$ cat src/rtl/seq_shift_pkg.sv
// seq_shift_pkg: shared definitions for the sequential shift unit.
//   op_e    - OP encoding (LSR, LSL, ASR, ROR, ROL; other codes are no-ops)
//   state_e - control FSM states
//   seq_aw  - shift-amount width helper, $clog2(width)+1
package seq_shift_pkg;

  typedef enum logic [2:0] {
    OP_LSR = 3'b000,
    OP_LSL = 3'b001,
    OP_ASR = 3'b010,
    OP_ROR = 3'b100,
    OP_ROL = 3'b101
  } op_e;

  typedef enum logic {
    S_IDLE  = 1'b0,
    S_SHIFT = 1'b1
  } state_e;

  function automatic int seq_aw(input int width);
    return $clog2(width) + 1;
  endfunction

endpackage

$ cat src/rtl/seq_shift_unit_shift_step.sv
// shift_step: combinational single step of the sequential shifter.
//   i_word [WIDTH] - working word
//   i_op   [3]     - operation code (op_e encoding)
//   i_cnt  [AW]    - positions to shift this step (0..WIDTH; <WIDTH for rotates)
//   o_word [WIDTH] - shifted word
//   o_bit          - last bit shifted/rotated out (0 when i_cnt is 0)
// Macro SEQ_SHIFT_ROTATE_EN enables the ROR/ROL datapath.
module shift_step
  import seq_shift_pkg::*;
#(
  parameter int WIDTH = 16,
  parameter int AW    = 5
) (
  input  logic [WIDTH-1:0] i_word,
  input  logic [2:0]       i_op,
  input  logic [AW-1:0]    i_cnt,
  output logic [WIDTH-1:0] o_word,
  output logic             o_bit
);

  localparam logic [AW-1:0] ONE = AW'(1);

  logic [AW-1:0]    w_cm1;
  logic [WIDTH-1:0] w_pre_r;
  logic [WIDTH-1:0] w_pre_l;

  // The last bit out is the edge bit after shifting one position fewer.
  assign w_cm1   = i_cnt - ONE;
  assign w_pre_r = i_word >> w_cm1;
  assign w_pre_l = i_word << w_cm1;

`ifdef SEQ_SHIFT_ROTATE_EN
  logic [2*WIDTH-1:0] w_dbl_r;
  logic [2*WIDTH-1:0] w_dbl_l;
  assign w_dbl_r = {i_word, i_word} >> i_cnt;
  assign w_dbl_l = {i_word, i_word} << i_cnt;
`endif

  always_comb begin
    o_word = i_word;
    o_bit  = 1'b0;
    if (i_cnt != '0) begin
      case (i_op)
        OP_LSR: begin
          o_word = i_word >> i_cnt;
          o_bit  = w_pre_r[0];
        end
        OP_LSL: begin
          o_word = i_word << i_cnt;
          o_bit  = w_pre_l[WIDTH-1];
        end
        OP_ASR: begin
          o_word = $signed(i_word) >>> i_cnt;
          o_bit  = w_pre_r[0];
        end
`ifdef SEQ_SHIFT_ROTATE_EN
        OP_ROR: begin
          o_word = w_dbl_r[WIDTH-1:0];
          o_bit  = w_pre_r[0];
        end
        OP_ROL: begin
          o_word = w_dbl_l[2*WIDTH-1:WIDTH];
          o_bit  = w_pre_l[WIDTH-1];
        end
`endif
        default: ;
      endcase
    end
  end

endmodule

$ cat src/rtl/seq_shift_unit.sv
// seq_shift_unit: multi-cycle shifter, up to STEP positions per clock.
//   CLK, RST (async, active high)
//   start             - request, sampled only while idle
//   A, B [WIDTH]      - operands, SEL picks B when 1
//   OP [3]            - LSR/LSL/ASR/ROR/ROL, other codes are no-ops
//   AMT [AW]          - shift amount
//   busy              - operation in flight
//   shift_out [WIDTH] - result, held until next completion
//   carry             - last bit shifted out, updated with shift_out
//   shift_flag        - one-cycle completion pulse
// Macro SEQ_SHIFT_ROTATE_EN enables ROR/ROL; otherwise they act as no-ops.
module seq_shift_unit
  import seq_shift_pkg::*;
#(
  parameter  int WIDTH = 16,
  parameter  int STEP  = 1,
  localparam int AW    = seq_aw(WIDTH)
) (
  input  logic             CLK,
  input  logic             RST,
  input  logic             start,
  input  logic [WIDTH-1:0] A,
  input  logic [WIDTH-1:0] B,
  input  logic             SEL,
  input  logic [2:0]       OP,
  input  logic [AW-1:0]    AMT,
  output logic             busy,
  output logic [WIDTH-1:0] shift_out,
  output logic             carry,
  output logic             shift_flag
);

  localparam logic [AW-1:0] W_AW    = AW'(WIDTH);
  localparam logic [AW-1:0] STEP_AW = AW'(STEP);

  state_e           r_state;
  logic [WIDTH-1:0] r_work;
  logic [2:0]       r_op;
  logic [AW-1:0]    r_rem;
  logic             r_cbit;

  logic [AW-1:0]    w_eff;
  logic [AW-1:0]    w_step;
  logic [WIDTH-1:0] w_next;
  logic             w_bit;

  always_comb begin
    w_eff = '0;
    case (OP)
      OP_LSR, OP_LSL, OP_ASR: w_eff = (AMT > W_AW) ? W_AW : AMT;
`ifdef SEQ_SHIFT_ROTATE_EN
      OP_ROR, OP_ROL:         w_eff = AMT % W_AW;
`endif
      default:                w_eff = '0;
    endcase
  end

  assign w_step = (r_rem > STEP_AW) ? STEP_AW : r_rem;

  shift_step #(
    .WIDTH (WIDTH),
    .AW    (AW)
  ) u_step (
    .i_word (r_work),
    .i_op   (r_op),
    .i_cnt  (w_step),
    .o_word (w_next),
    .o_bit  (w_bit)
  );

  always_ff @(posedge CLK or posedge RST) begin
    if (RST) begin
      r_state    <= S_IDLE;
      r_work     <= '0;
      r_op       <= '0;
      r_rem      <= '0;
      r_cbit     <= 1'b0;
      busy       <= 1'b0;
      shift_out  <= '0;
      carry      <= 1'b0;
      shift_flag <= 1'b0;
    end else begin
      shift_flag <= 1'b0;
      case (r_state)
        S_IDLE: begin
          if (start) begin
            r_work  <= SEL ? B : A;
            r_op    <= OP;
            r_rem   <= w_eff;
            r_cbit  <= 1'b0;
            busy    <= 1'b1;
            r_state <= S_SHIFT;
          end
        end
        S_SHIFT: begin
          if (r_rem != '0) begin
            r_work <= w_next;
            r_rem  <= r_rem - w_step;
            r_cbit <= w_bit;
          end else begin
            shift_out  <= r_work;
            carry      <= r_cbit;
            shift_flag <= 1'b1;
            busy       <= 1'b0;
            r_state    <= S_IDLE;
          end
        end
        default: r_state <= S_IDLE;
      endcase
    end
  end

endmodule

$ cat config.mk
export PLATFORM = sky130hd
export DESIGN_NAME = seq_shift_unit
export DESIGN_NICKNAME = d
export VERILOG_FILES = /design/src/rtl/seq_shift_pkg.sv /design/src/rtl/seq_shift_unit_shift_step.sv /design/src/rtl/seq_shift_unit.sv
export SDC_FILE = /design/constraint.sdc
export NUM_CORES = 1
export LEC_CHECK = 0
export ABC_AREA = 1
export ABC_CLOCK_PERIOD_IN_PS = 2600
export BUFFER_PORTS_ARGS = -buffer_cell sky130_fd_sc_hd__buf_2
export CORE_ASPECT_RATIO = 0.6
export CORE_MARGIN = 3
export CORE_UTILIZATION = 55
export CTS_CLUSTER_SIZE = 20
export DETAILED_ROUTE_END_ITERATION = 7
export PLACE_DENSITY = 0.81
export SYNTH_ARGS = -nofsm -noshare
export SYNTH_HDL_FRONTEND = slang
export SYNTH_SLANG_ARGS = --single-unit
$ cat constraint.sdc
create_clock -name CLK -period 2.6 [get_ports CLK]
set_input_delay 0.13 -clock CLK [delete_from_list [all_inputs] [get_ports CLK]]
set_output_delay 0.13 -clock CLK [all_outputs]
set_load 0.1 [all_outputs]
---- Word-level counts from Yosys, hierarchy flattened ----
Index checks and enable logic that the tools add are counted.
cells by class
  add/sub/neg operators ................... 2
  multipliers ............................. 0
  divide/modulo/power cells ............... 0
  $lt $le $gt $ge ......................... 2
  eq/ne operators ......................... 9
  shifts and indexed selects .............. 5
  mux-type cells .......................... 25
  bitwise operators ....................... 2
  reductions and logical operators ........ 11
operators by type and width
  operator                                               number
  two-way mux 16 bit                                     4
  case mux 16 bit (3 select lines)                       1
  case mux 16 bit (2 select lines)                       1
  left shift 16 x 5 -> 16 bit                            2
  two-way mux 5 bit                                      5
  right shift 16 x 5 -> 1 bit                            1
  right shift 16 x 5 -> 16 bit                           1
  >>> shifter 16 x 5 -> 16 bit                           1
  case mux 5 bit (2 select lines)                        1
  nonzero test 5 bit                                     2
  two-way mux 1 bit                                      9
  case mux 1 bit (2 select lines)                        4
  AND reduction 2 bit                                    4
  == test 3 x 1 -> 1 bit, second input constant          2
  == test 3 x 2 -> 1 bit, second input constant          2
  zero test 3 bit                                        2
  > comparator 5 x 1 -> 1 bit, second input constant     1
  > comparator 5 bit, second input constant              1
  subtractor 5 x 1 -> 5 bit, second input constant       1
  subtractor 5 bit                                       1
  inequality test 2 x 1 -> 1 bit, second input constant  2
  inequality test 2 bit, second input constant           2
  inequality test 4 x 1 -> 1 bit, second input constant  1
  AND reduction 4 bit                                    1
  3 further kinds                                        4
storage, ports and cells
  flip-flop bits (word level) ............. 45
  latch bits .............................. 0
  memory bits (writable) .................. 0
  memory bits (read-only) ................. 0
  input bits .............................. 44
  output and inout port bits .............. 19
  memories kept ........................... 0

---- Logic depth before layout (Yosys ltp) ----
Gate-level depths: netlist of the first run.
  depth in word-level cells ............... 8
  gate-level depth with buffers ........... 13
  gate-level depth less buffers ........... 13

---- Cells and area by module ----
A second synthesis of the first run with hierarchy kept.
unflattened totals
  cell total of the unflattened synthesis .. 711
  area total of the unflattened synthesis .. 4355.4 um^2
by module, submodules not included
  module          instances  cells an instance  area each (um^2)
  seq_shift_unit  1          301                2462.4
  shift_step      1          410                1893.1

---- Worst setup path before layout of the first run ----
OpenSTA, ideal clock, no wires.
  path type ............................... register to register
  start ................................... reg r_rem[1]
  end ..................................... reg r_cbit
  setup time .............................. 65 ps
  data arrival time ....................... 1635 ps
  required time ........................... 2535 ps
  path slack .............................. 900 ps
  cell stages (with the launch flop) ...... 14
  path buffers ............................ 0
  cells stage by stage .................... dfrtp_1 nor2_4 nand3_4 inv_2 ha_1 inv_1 nand3_1 nand2_1 nand2_1 nand2_1 nand2_1 nand3_1 nand2_1 nand2_1
on the way
  longest elaborated chain between the ends .. 8
  elaborated cells between the ends (all ways) .. 13
  those cells by class .................... 1 x add/sub; 1 x order compare; 1 x eq/ne; 2 x shift; 5 x mux; 3 x reduce/logical
RTL lines
  element                                                                            line                                                              source
  start: declaration                                                                 seq_shift_unit.sv:39                                              logic [AW-1:0] r_rem;
  start signal: assignment                                                           seq_shift_unit.sv:89                                              r_rem <= w_eff;
  start signal: assignment                                                           seq_shift_unit.sv:98                                              r_rem <= r_rem - w_step;
  > comparator 5 x 1 -> 1 bit                                                        seq_shift_unit.sv:58                                              assign w_step = (r_rem > STEP_AW) ? STEP_AW : r_rem;
  two-way mux 5 bit                                                                  seq_shift_unit.sv:58
  subtractor 5 x 1 -> 5 bit                                                          seq_shift_unit_shift_step.sv:28                                   assign w_cm1 = i_cnt - ONE;
  right shift 16 x 5 -> 1 bit / left shift 16 x 5 -> 16 bit (equally long branches)  seq_shift_unit_shift_step.sv:29, seq_shift_unit_shift_step.sv:30
  case mux 1 bit (2 select lines)                                                    seq_shift_unit_shift_step.sv:43                                   case (i_op)
  two-way mux 1 bit                                                                  seq_shift_unit_shift_step.sv:42                                   if (i_cnt != '0) begin
  two-way mux 1 bit                                                                  seq_shift_unit.sv:96                                              if (r_rem != '0) begin
  case mux 1 bit (2 select lines)                                                    seq_shift_unit.sv:84                                              case (r_state)
  end signal: assignment                                                             seq_shift_unit.sv:99                                              r_cbit <= w_bit;
  end: declaration                                                                   seq_shift_unit.sv:40                                              logic r_cbit;
Parallel ways exist; a longest one is shown, timed or not. The select of a mux whose other input is x is not followed.
A chain may end at the register's enable or synchronous reset.

---- Final worst setup path of the first run ----
  start ................................... reg r_rem[3]
  end ..................................... reg r_cbit
Same word-level chain as after synthesis.

==> results.txt, run 1 <==
outcome - completed
DR WL/cell - 14.5 um
largest stage delay on the critical path - 0.46 ns
clk buf depth - 2
post-route ant nets - 0
max-slew violations - 0
reg2reg setup slack - 0.73 ns
core footprint - 4640 um^2
crit end category - register
most frequent cells in the layout - 108 x nand2_1, 62 x buf_2, 45 x dfrtp_1
Boundary Pins - 63
synthesized area - 2690 um^2
Clock Latency Late Sink - 0.30 ns
initial core utilization - 0.580
R2R depth - 13
Area contributors post-synth - dfrtp_1 42%, nand2_1 15%, nand3_1 6.5%
Total GRT Usage - 0.257
most used cell, CP - nand2_1
reg2reg start - r_rem[3]
Worst Skew - 0.00515 ns
FMAX - 0.535 GHz
TritonRoute pass-1 iters - 5
Crit-path slowest cell - dfrtp_1
Placed Cells - 473
final hold vios - 0
Area Growth Syn to Fin - 16.2%
vias per cell - 5.51
CP Launch Type - register
number of global-route vias before repair - 2,288
Die W - 96.3 um
DRT Wirelength - 7.01 mm
GRT overflow - 0
post-synthesis cell count - 361
port bufs - 62
Via Count - 2,656
RePlAce Congestion - 0.966
clk slew on worst S/H paths - 0.09 ns
1st-iter DRT viols - 369
Hold Path Class - in2reg
largest net degree at the start of global routing - 35
Num CTS Buffers - 5
die height - 60.2 um
Tmin final - 1.87 ns
Synth warnings - 0
# nets final - 464
post-synthesis sequential area ratio - 0.419
Syn Area/Cell - 7.45 um^2
reg2reg end - r_cbit
initial antenna violation count - 0
# DRC - 0
Yosys top cell area share - 0.419
Min-Delay Path Depth - 2
Hold Path End - r_op[1]
worst endpoint required time - 2.84 ns
dpl cell area - 3010 um^2
max_slew headroom - 0.321
number of placement rows - 19
Worst Path Max Fanout - 7
commonest non-fill, non-tap cell in the layout - nand2_1
MaxCap Viol Count - 0
share of layout cells above drive strength 1 - 0.222
fillers - 420
Syn Nets - 407
critical path class - reg2reg
Setup violations, final - 0
Die Area - 5790 um^2
RSZ-0062 raised after global routing - false
clock root buffer - clkbuf_8
hpwl dp - 5.23 mm
Synth area leader - dfrtp_1
cell area after layout - 3130 um^2
worst slew pin tran - 1.01 ns
Final Cycle Share - 0.719
first-pass GRT wire length - 11.2 mm
hold wc startpoint - OP[1]
Fin Hold WS - 0.0837 ns
critical path, cell by cell - nor2_4 > nand3_4 > inv_2 > ha_1 > inv_1 > nand3_1 > nand2_1 > nand2_1 > nand2_1 > nand2_1 > nand3_1 > nand2_1 > nand2_1
fin cells - 482
TNS Setup - 0 ns
CTS tree - done
number of synthesized register bits - 45
htree depth - 2
Yosys cell types - 39
number of clock sinks - 45
antenna cells - 0
Arr. time, crit path - 2.11 ns
-- worst max path at each step --
stage | depth (start not counted) | endpoint | start
after floorplan | 13 | r_cbit | r_rem[1]
final | 13 | r_cbit | r_rem[3]
after CTS | 13 | r_cbit | r_rem[1]
after global routing | 12 | r_cbit | r_rem[3]
after detailed placement | 13 | r_cbit | r_rem[1]
after global placement | 13 | r_cbit | r_rem[1]
-- layout make-up --
type / instances / area (um^2) / area share
clock buffer: 6 / 72.6 / 0.0232
clock inverter: 2 / 38.8 / 0.0124
inverter: 35 / 134 / 0.0428
multi-input combinational: 263 / 1320 / 0.422
sequential: 45 / 1130 / 0.360
tap: 63 / 78.8 / 0.0252
timing repair buffer: 68 / 358 / 0.114
-- repair_timing --
action | in CTS | in global routing
hold buffers | 1 | 0
endpoints found under the hold margin | 28 | 0
resized for setup | 0 | 0
setup buffers | 0 | 0
endpoints found under the setup margin | 0 | 0
-- flip-flops by register name, summed over array words and instances, names as in the netlist --
| name | flops |
|---|---|
| r_op | 3 |
| r_work | 16 |
| shift_out | 16 |
| r_rem | 5 |
| r_state | 1 |
| busy | 1 |
| r_cbit | 1 |
| shift_flag | 1 |
| carry | 1 |
-- cell usage after synthesis (all sizes together) --
cell and instances:
a22oi 2, inv 35, mux2 2, o21ai 40, xor2 1, o41ai 1, ha 2, nor2 20
a21oi 13, a31oi 9, o2111ai 1, nand4 5, nand3 36, or2 1, nor3 3, o22ai 2
conb 1, nand3b 2, clkbuf 5, o211ai 7, and3 1, buf 13, dfrtp 45, nand2 113
o31ai 1
-- worst max-delay path: cells and delay by family, from the launching register on --
family / cells / cell delay [ns]
DFF: 1 / 0.46
and+or+nand+nor: 10 / 0.79
adders and majority gates: 1 / 0.30
buffers and inverters: 2 / 0.27
-- per-layer routing --
| metal | track usage | vias to the layer above | part of all wire |
|---|---|---|---|
| met5 | 0 | - | 0 |
| met4 | 0.0324 | 0 | 0.0093 |
| met3 | 0.0704 | 8 | 0.10 |
| met2 | 0.347 | 140 | 0.39 |
| met1 | 0.410 | 1193 | 0.50 |
| li1 | - | 1315 | - |
-- per-stage QoR --
| stage | util | setup slack, ns |
|---|---|---|
| global route | 0.674 | 0.600 |
| finish | 0.674 | 0.730 |
| detailed placement | 0.648 | 0.782 |
| floorplan | - | 0.900 |
| CTS | 0.674 | 0.756 |
| global placement | 0.648 | 0.823 |
-- kinds of logic (layout without fill, tap and decap cells) --
kind of cell               after synthesis  after routing  share of synthesized area
and+or+nand+nor                        181            181                      0.304
AOI/OAI and AO/OA                       76             76                      0.164
buffers and inverters                   53            111                     0.0912
DFF                                     45             45                      0.419
adders and majority gates                2              2                    0.00930
muxes                                    2              2                    0.00837
other                                    1              1                    0.00139
xor gates and xnor gates                 1              1                    0.00326
Power of run 1 is not shown: default switching activity piles up to over one toggle a cycle in this logic, so the estimate is an artifact.
==> run 2: changes to the inputs <==
--- a/config.mk
+++ b/config.mk
@@ -6,14 +6,14 @@
 export NUM_CORES = 1
 export LEC_CHECK = 0
 export ABC_AREA = 1
-export ABC_CLOCK_PERIOD_IN_PS = 2600
+export ABC_CLOCK_PERIOD_IN_PS = 1670
 export BUFFER_PORTS_ARGS = -buffer_cell sky130_fd_sc_hd__buf_2
 export CORE_ASPECT_RATIO = 0.6
 export CORE_MARGIN = 3
-export CORE_UTILIZATION = 55
+export CORE_UTILIZATION = 49
 export CTS_CLUSTER_SIZE = 20
 export DETAILED_ROUTE_END_ITERATION = 7
-export PLACE_DENSITY = 0.81
+export PLACE_DENSITY = 0.77
 export SYNTH_ARGS = -nofsm -noshare
 export SYNTH_HDL_FRONTEND = slang
 export SYNTH_SLANG_ARGS = --single-unit
==> constraint.sdc (replaced) <==
create_clock -name CLK -period 1.67 [get_ports CLK]
set_input_delay 0.0835 -clock CLK [delete_from_list [all_inputs] [get_ports CLK]]
set_output_delay 0.0835 -clock CLK [all_outputs]
set_load 0.1 [all_outputs]
==> run 2 against run 1 <==
Effect of this change:
- register-to-register slack worse by 0.70 ns
- final cell count is 3.1% higher
- die area is 11% higher
- utilization decreased by 3.8 points
- global-route usage shrank 1.8 points
- hold slack lost 0.054 ns
- critical endpoint is now r_work[0]
- highest routed layer unchanged
==> results.txt, run 2 (synthesis gave the netlist of run 1 again) <==
MaxCap Viol Count - 0 (unchanged)
outcome - completed
hpwl dp - 5.57 mm (+6.6%)
post-route ant nets - 0 (unchanged)
CTS tree - done
max_slew headroom - 0.628 (+0.306)
initial antenna violation count - 0 (unchanged)
largest net degree at the start of global routing - 46 (+31%)
TNS Setup - 0 ns (unchanged)
Worst Skew - 0.00514 ns (-0.00000552 ns)
critical path class - reg2reg
# DRC - 0 (unchanged)
max-slew violations - 0 (unchanged)
RePlAce Congestion - 0.897 (-7.2%)
Hold Path Class - in2reg
share of layout cells above drive strength 1 - 0.267 (+0.0449)
Worst Path Max Fanout - 6 (-1)
core footprint - 5180 um^2 (+12%)
worst slew pin tran - 0.552 ns (-0.460 ns)
most frequent cells in the layout - 107 x nand2_1, 62 x buf_2, 44 x dfrtp_1
htree depth - 2 (unchanged)
Die Area - 6440 um^2 (+11%)
largest stage delay on the critical path - 0.38 ns (-0.08 ns)
clk buf depth - 2 (unchanged)
crit end category - register
# nets final - 477 (+2.8%)
Tmin final - 1.64 ns (-0.232 ns)
Clock Latency Late Sink - 0.30 ns (about the same)
CP Launch Type - register
Total GRT Usage - 0.239 (-0.0180)
vias per cell - 5.59 (+1.4%)
Final WS setup - 0.0316 ns (-0.698 ns)
Area Growth Syn to Fin - 22.5%
fin util - 0.636 (-0.0383)
worst endpoint required time - 1.88 ns (-0.96 ns)
RSZ-0062 raised after global routing - true
Die W - 102 um (+5.6%)
crit path buf inv count - 2 (unchanged)
antenna cells - 0 (unchanged)
Via Count - 2,777 (+4.6%)
initial core utilization - 0.519 (-0.0610)
Setup violations, final - 0 (unchanged)
number of placement rows - 20 (+1)
DRT Wirelength - 7.71 mm (+10%)
port bufs - 62 (unchanged)
commonest non-fill, non-tap cell in the layout - nand2_1
DR WL/cell - 15.5 um (+6.7%)
clk slew on worst S/H paths - 0.08 ns (about the same)
first-pass GRT wire length - 11.9 mm (+6.8%)
biggest regs - r_work (16), shift_out (16), r_rem (5)
critical path, cell by cell - inv_1 > nor3_4 > nor2_1 > o21ai_2 > nand2_4 > buf_4 > o31ai_2
Num CTS Buffers - 5 (unchanged)
TritonRoute pass-1 iters - 5 (unchanged)
die height - 63.4 um (+5.4%)
Crit-path slowest cell - dfrtp_1
Arr. time, crit path - 1.85 ns (-0.26 ns)
GRT overflow - 0 (unchanged)
cell family with most CP delay - simple AND/OR/NAND/NOR gates
Boundary Pins - 63 (unchanged)
final hold vios - 0 (unchanged)
Final Cycle Share - 0.981 (+0.262)
1st-iter DRT viols - 276 (-25%)
clock root buffer - clkbuf_8
FMAX - 0.610 GHz (+14%)
Place WS - 0.00158 ns (-0.781 ns)
number of global-route vias before repair - 2,381 (+4.1%)
number of clock sinks - 45 (unchanged)
## run 2: metal layers
layer	global-route usage	share of wire
met1	0.390	0.48
met2	0.316	0.40
met3	0.0586	0.10
met4	0.0415	0.012
met5	0	0
## run 2: worst paths after layout
path                              start           end  slack (ns)  depth (start not counted)
max                             r_op[0]     r_work[0]        0.03                          7
min                               OP[2]       r_op[2]        0.03                          2
max reg2reg                     r_op[0]     r_work[0]        0.03                          7
min reg2reg                shift_out[2]  shift_out[2]        0.48                          2
max in group asynchronous           RST      r_rem[4]        0.80                          4
min in group asynchronous           RST         carry        0.47                          4
## run 2: cell type report
type / count / area, um^2
Multi-Input combinational cell: 263 / 1370
Inverter: 35 / 145
Fill cell: 483 / 1880
Tap cell: 66 / 82.6
Timing Repair Buffer: 81 / 484
Sequential cell: 45 / 1130
Clock buffer: 7 / 86.3
## run 2: what timing repair did
action / in CTS / in global routing
hold buffers: 1 / 0
gates resized for setup: 1 / 15
setup endpoints to repair: 1 / 20
gates cloned: 0 / 0
endpoints found under the hold margin: 45 / 0
setup buffers: 1 / 2
pin swaps: 1 / 9
## run 2: metrics by stage
step           area, um^2  hold slack (ns)  std cells
2_1_floorplan        2690            0.234        361
3_3_place_gp         3110            0.249        486
3_5_place_dp         3110            0.260        486
4_1_cts              3230           0.0350        495
5_1_grt              3300           0.0297        497
6_report             3300           0.0301        497
Power of run 2 is left out for the same reason.
==> run 3: changes to the inputs <==
--- a/config.mk
+++ b/config.mk
@@ -6,14 +6,14 @@
 export NUM_CORES = 1
 export LEC_CHECK = 0
 export ABC_AREA = 1
-export ABC_CLOCK_PERIOD_IN_PS = 1670
+export ABC_CLOCK_PERIOD_IN_PS = 1850
 export BUFFER_PORTS_ARGS = -buffer_cell sky130_fd_sc_hd__buf_2
 export CORE_ASPECT_RATIO = 0.6
 export CORE_MARGIN = 3
-export CORE_UTILIZATION = 49
+export CORE_UTILIZATION = 54
 export CTS_CLUSTER_SIZE = 20
 export DETAILED_ROUTE_END_ITERATION = 7
-export PLACE_DENSITY = 0.77
+export PLACE_DENSITY = 0.8
 export SYNTH_ARGS = -nofsm -noshare
 export SYNTH_HDL_FRONTEND = slang
 export SYNTH_SLANG_ARGS = --single-unit
==> constraint.sdc (replaced) <==
create_clock -name CLK -period 1.85 [get_ports CLK]
set_input_delay 0.0925 -clock CLK [delete_from_list [all_inputs] [get_ports CLK]]
set_output_delay 0.0925 -clock CLK [all_outputs]
set_load 0.1 [all_outputs]
==> run 3 against run 2 <==
Effect of this change:
- fmax is 4.5% lower
- final cell count is 2.0% lower
- hold slack better by 0.0028 ns
- sequential cell count stayed put
- via count is 0.97% lower
- final area is 2.3% lower
- critical path type unchanged
- utilization is 5.1 points higher
- register-to-register slack better by 0.10 ns
- setup slack better by 0.10 ns
==> results.txt, run 3 (synthesis gave the netlist of run 1 again) <==
Area Growth Syn to Fin - 19.7%
# nets final - 470 (-1.5%)
clk slew on worst S/H paths - 0.08 ns (about the same)
first-pass GRT wire length - 11.7 mm (-2.1%)
biggest regs - r_work (16), shift_out (16), r_rem (5)
hpwl dp - 5.34 mm (-4.1%)
largest net degree at the start of global routing - 46 (unchanged)
Boundary Pins - 63 (unchanged)
MaxCap Viol Count - 0 (unchanged)
initial antenna violation count - 0 (unchanged)
die height - 60.7 um (-4.3%)
DR WL/cell - 15.3 um (-1.2%)
RSZ-0062 raised after global routing - false
commonest non-fill, non-tap cell in the layout - nand2_1
max_slew headroom - 0.579 (-0.0484)
Via Count - 2,750 (-0.97%)
Num CTS Buffers - 5 (unchanged)
TNS Setup - 0 ns (unchanged)
1st-iter DRT viols - 413 (+50%)
CP Launch Type - register
outcome - completed
clk buf depth - 2 (unchanged)
Setup violations, final - 0 (unchanged)
RePlAce Congestion - 0.947 (+5.6%)
number of global-route vias before repair - 2,350 (-1.3%)
fillers - 411 (-15%)
CTS tree - done
Total GRT Usage - 0.254 (+0.0146)
Clock Latency Late Sink - 0.30 ns (about the same)
Tmin final - 1.72 ns (+0.0777 ns)
core footprint - 4680 um^2 (-9.6%)
DRT Wirelength - 7.46 mm (-3.2%)
Worst Skew - 0.00829 ns (+0.00315 ns)
TritonRoute pass-1 iters - 6 (+1)
initial core utilization - 0.574 (+0.0551)
crit end category - register
number of placement rows - 19 (-5.0%)
antenna cells - 0 (unchanged)
fin util - 0.688 (+0.0515)
Worst Path Max Fanout - 25 (+19)
max-slew violations - 0 (unchanged)
most frequent cells in the layout - 108 x nand2_1, 62 x buf_2, 44 x dfrtp_1
worst slew pin tran - 0.623 ns (+0.0717 ns)
# DRC - 0 (unchanged)
dpl cell area - 3060 um^2 (-1.7%)
clock root buffer - clkbuf_8
Place WS - 0.0869 ns (+0.0853 ns)
Die W - 97.1 um (-4.5%)
FMAX - 0.583 GHz (-4.5%)
cell area after layout - 3220 um^2 (-2.3%)
port bufs - 62 (unchanged)
Arr. time, crit path - 1.89 ns (+0.04 ns)
Final Cycle Share - 0.928 (-0.0535)
critical path class - reg2reg
Die Area - 5890 um^2 (-8.6%)
final hold vios - 0 (unchanged)
GRT overflow - 0 (unchanged)
Hold Path Class - in2reg
htree depth - 2 (unchanged)
number of clock sinks - 45 (unchanged)
share of layout cells above drive strength 1 - 0.243 (-0.0239)
post-route ant nets - 0 (unchanged)
vias per cell - 5.65 (+1.1%)
Final WS setup - 0.134 ns (+0.102 ns)
worst endpoint required time - 2.03 ns (+0.15 ns)
run 3: worst max-delay path, cell delays in order (launching register included):
cell and delay (ns):
dfrtp_2 0.45, nor2_4 0.19, nand3_4 0.11, buf_12 0.18
nand2_4 0.08, nand2_4 0.09, nand2_4 0.14, inv_4 0.12
o211ai_1 0.13, o21ai_1 0.09
run 3: per-layer routing:
layer	up-vias	track usage	routed length [um]
met4	0	0.0780	131
met2	168	0.358	3030
met5	-	0	0
met1	1241	0.394	3570
met3	19	0.0459	729
li1	1322	-	-
run 3: worst paths after layout:
check	start	end	slack [ns]	depth (start not counted)
worst max-delay path	r_rem[3]	r_work[8]	0.13	9
min in group asynchronous	RST	carry	0.36	4
worst min-delay path	OP[2]	r_op[2]	0.03	2
worst max register to register	r_rem[3]	r_work[8]	0.13	9
max in group asynchronous	RST	r_rem[3]	1.25	4
worst min register to register	shift_out[2]	shift_out[2]	0.48	2
run 3: timing repair:
| action | 4_1_cts | 5_1_grt |
|---|---|---|
| hold endpoints to repair | 45 | 0 |
| hold buffers | 1 | 0 |
| buffers inserted | 0 | 4 |
| gates resized for setup | 0 | 4 |
| setup endpoints to repair | 0 | 3 |
run 3: metrics by stage:
stage,instances,hold slack (ns)
6_report,487,0.0330
3_3_place_gp,475,0.146
2_1_floorplan,361,0.243
4_1_cts,483,0.0333
3_5_place_dp,475,0.149
5_1_grt,487,0.0427
run 3: layout make-up:
| cell class | instances | area, um^2 | area share |
|---|---|---|---|
| flip-flops and latches | 45 | 1130 | 0.350 |
| clock inverters | 2 | 35.0 | 0.0109 |
| inverters | 35 | 134 | 0.0416 |
| well taps | 63 | 78.8 | 0.0245 |
| clock buffers | 5 | 68.8 | 0.0214 |
| repair buffers | 74 | 440 | 0.137 |
| multi-input cells | 263 | 1340 | 0.415 |
Power of run 3 is left out for the same reason.
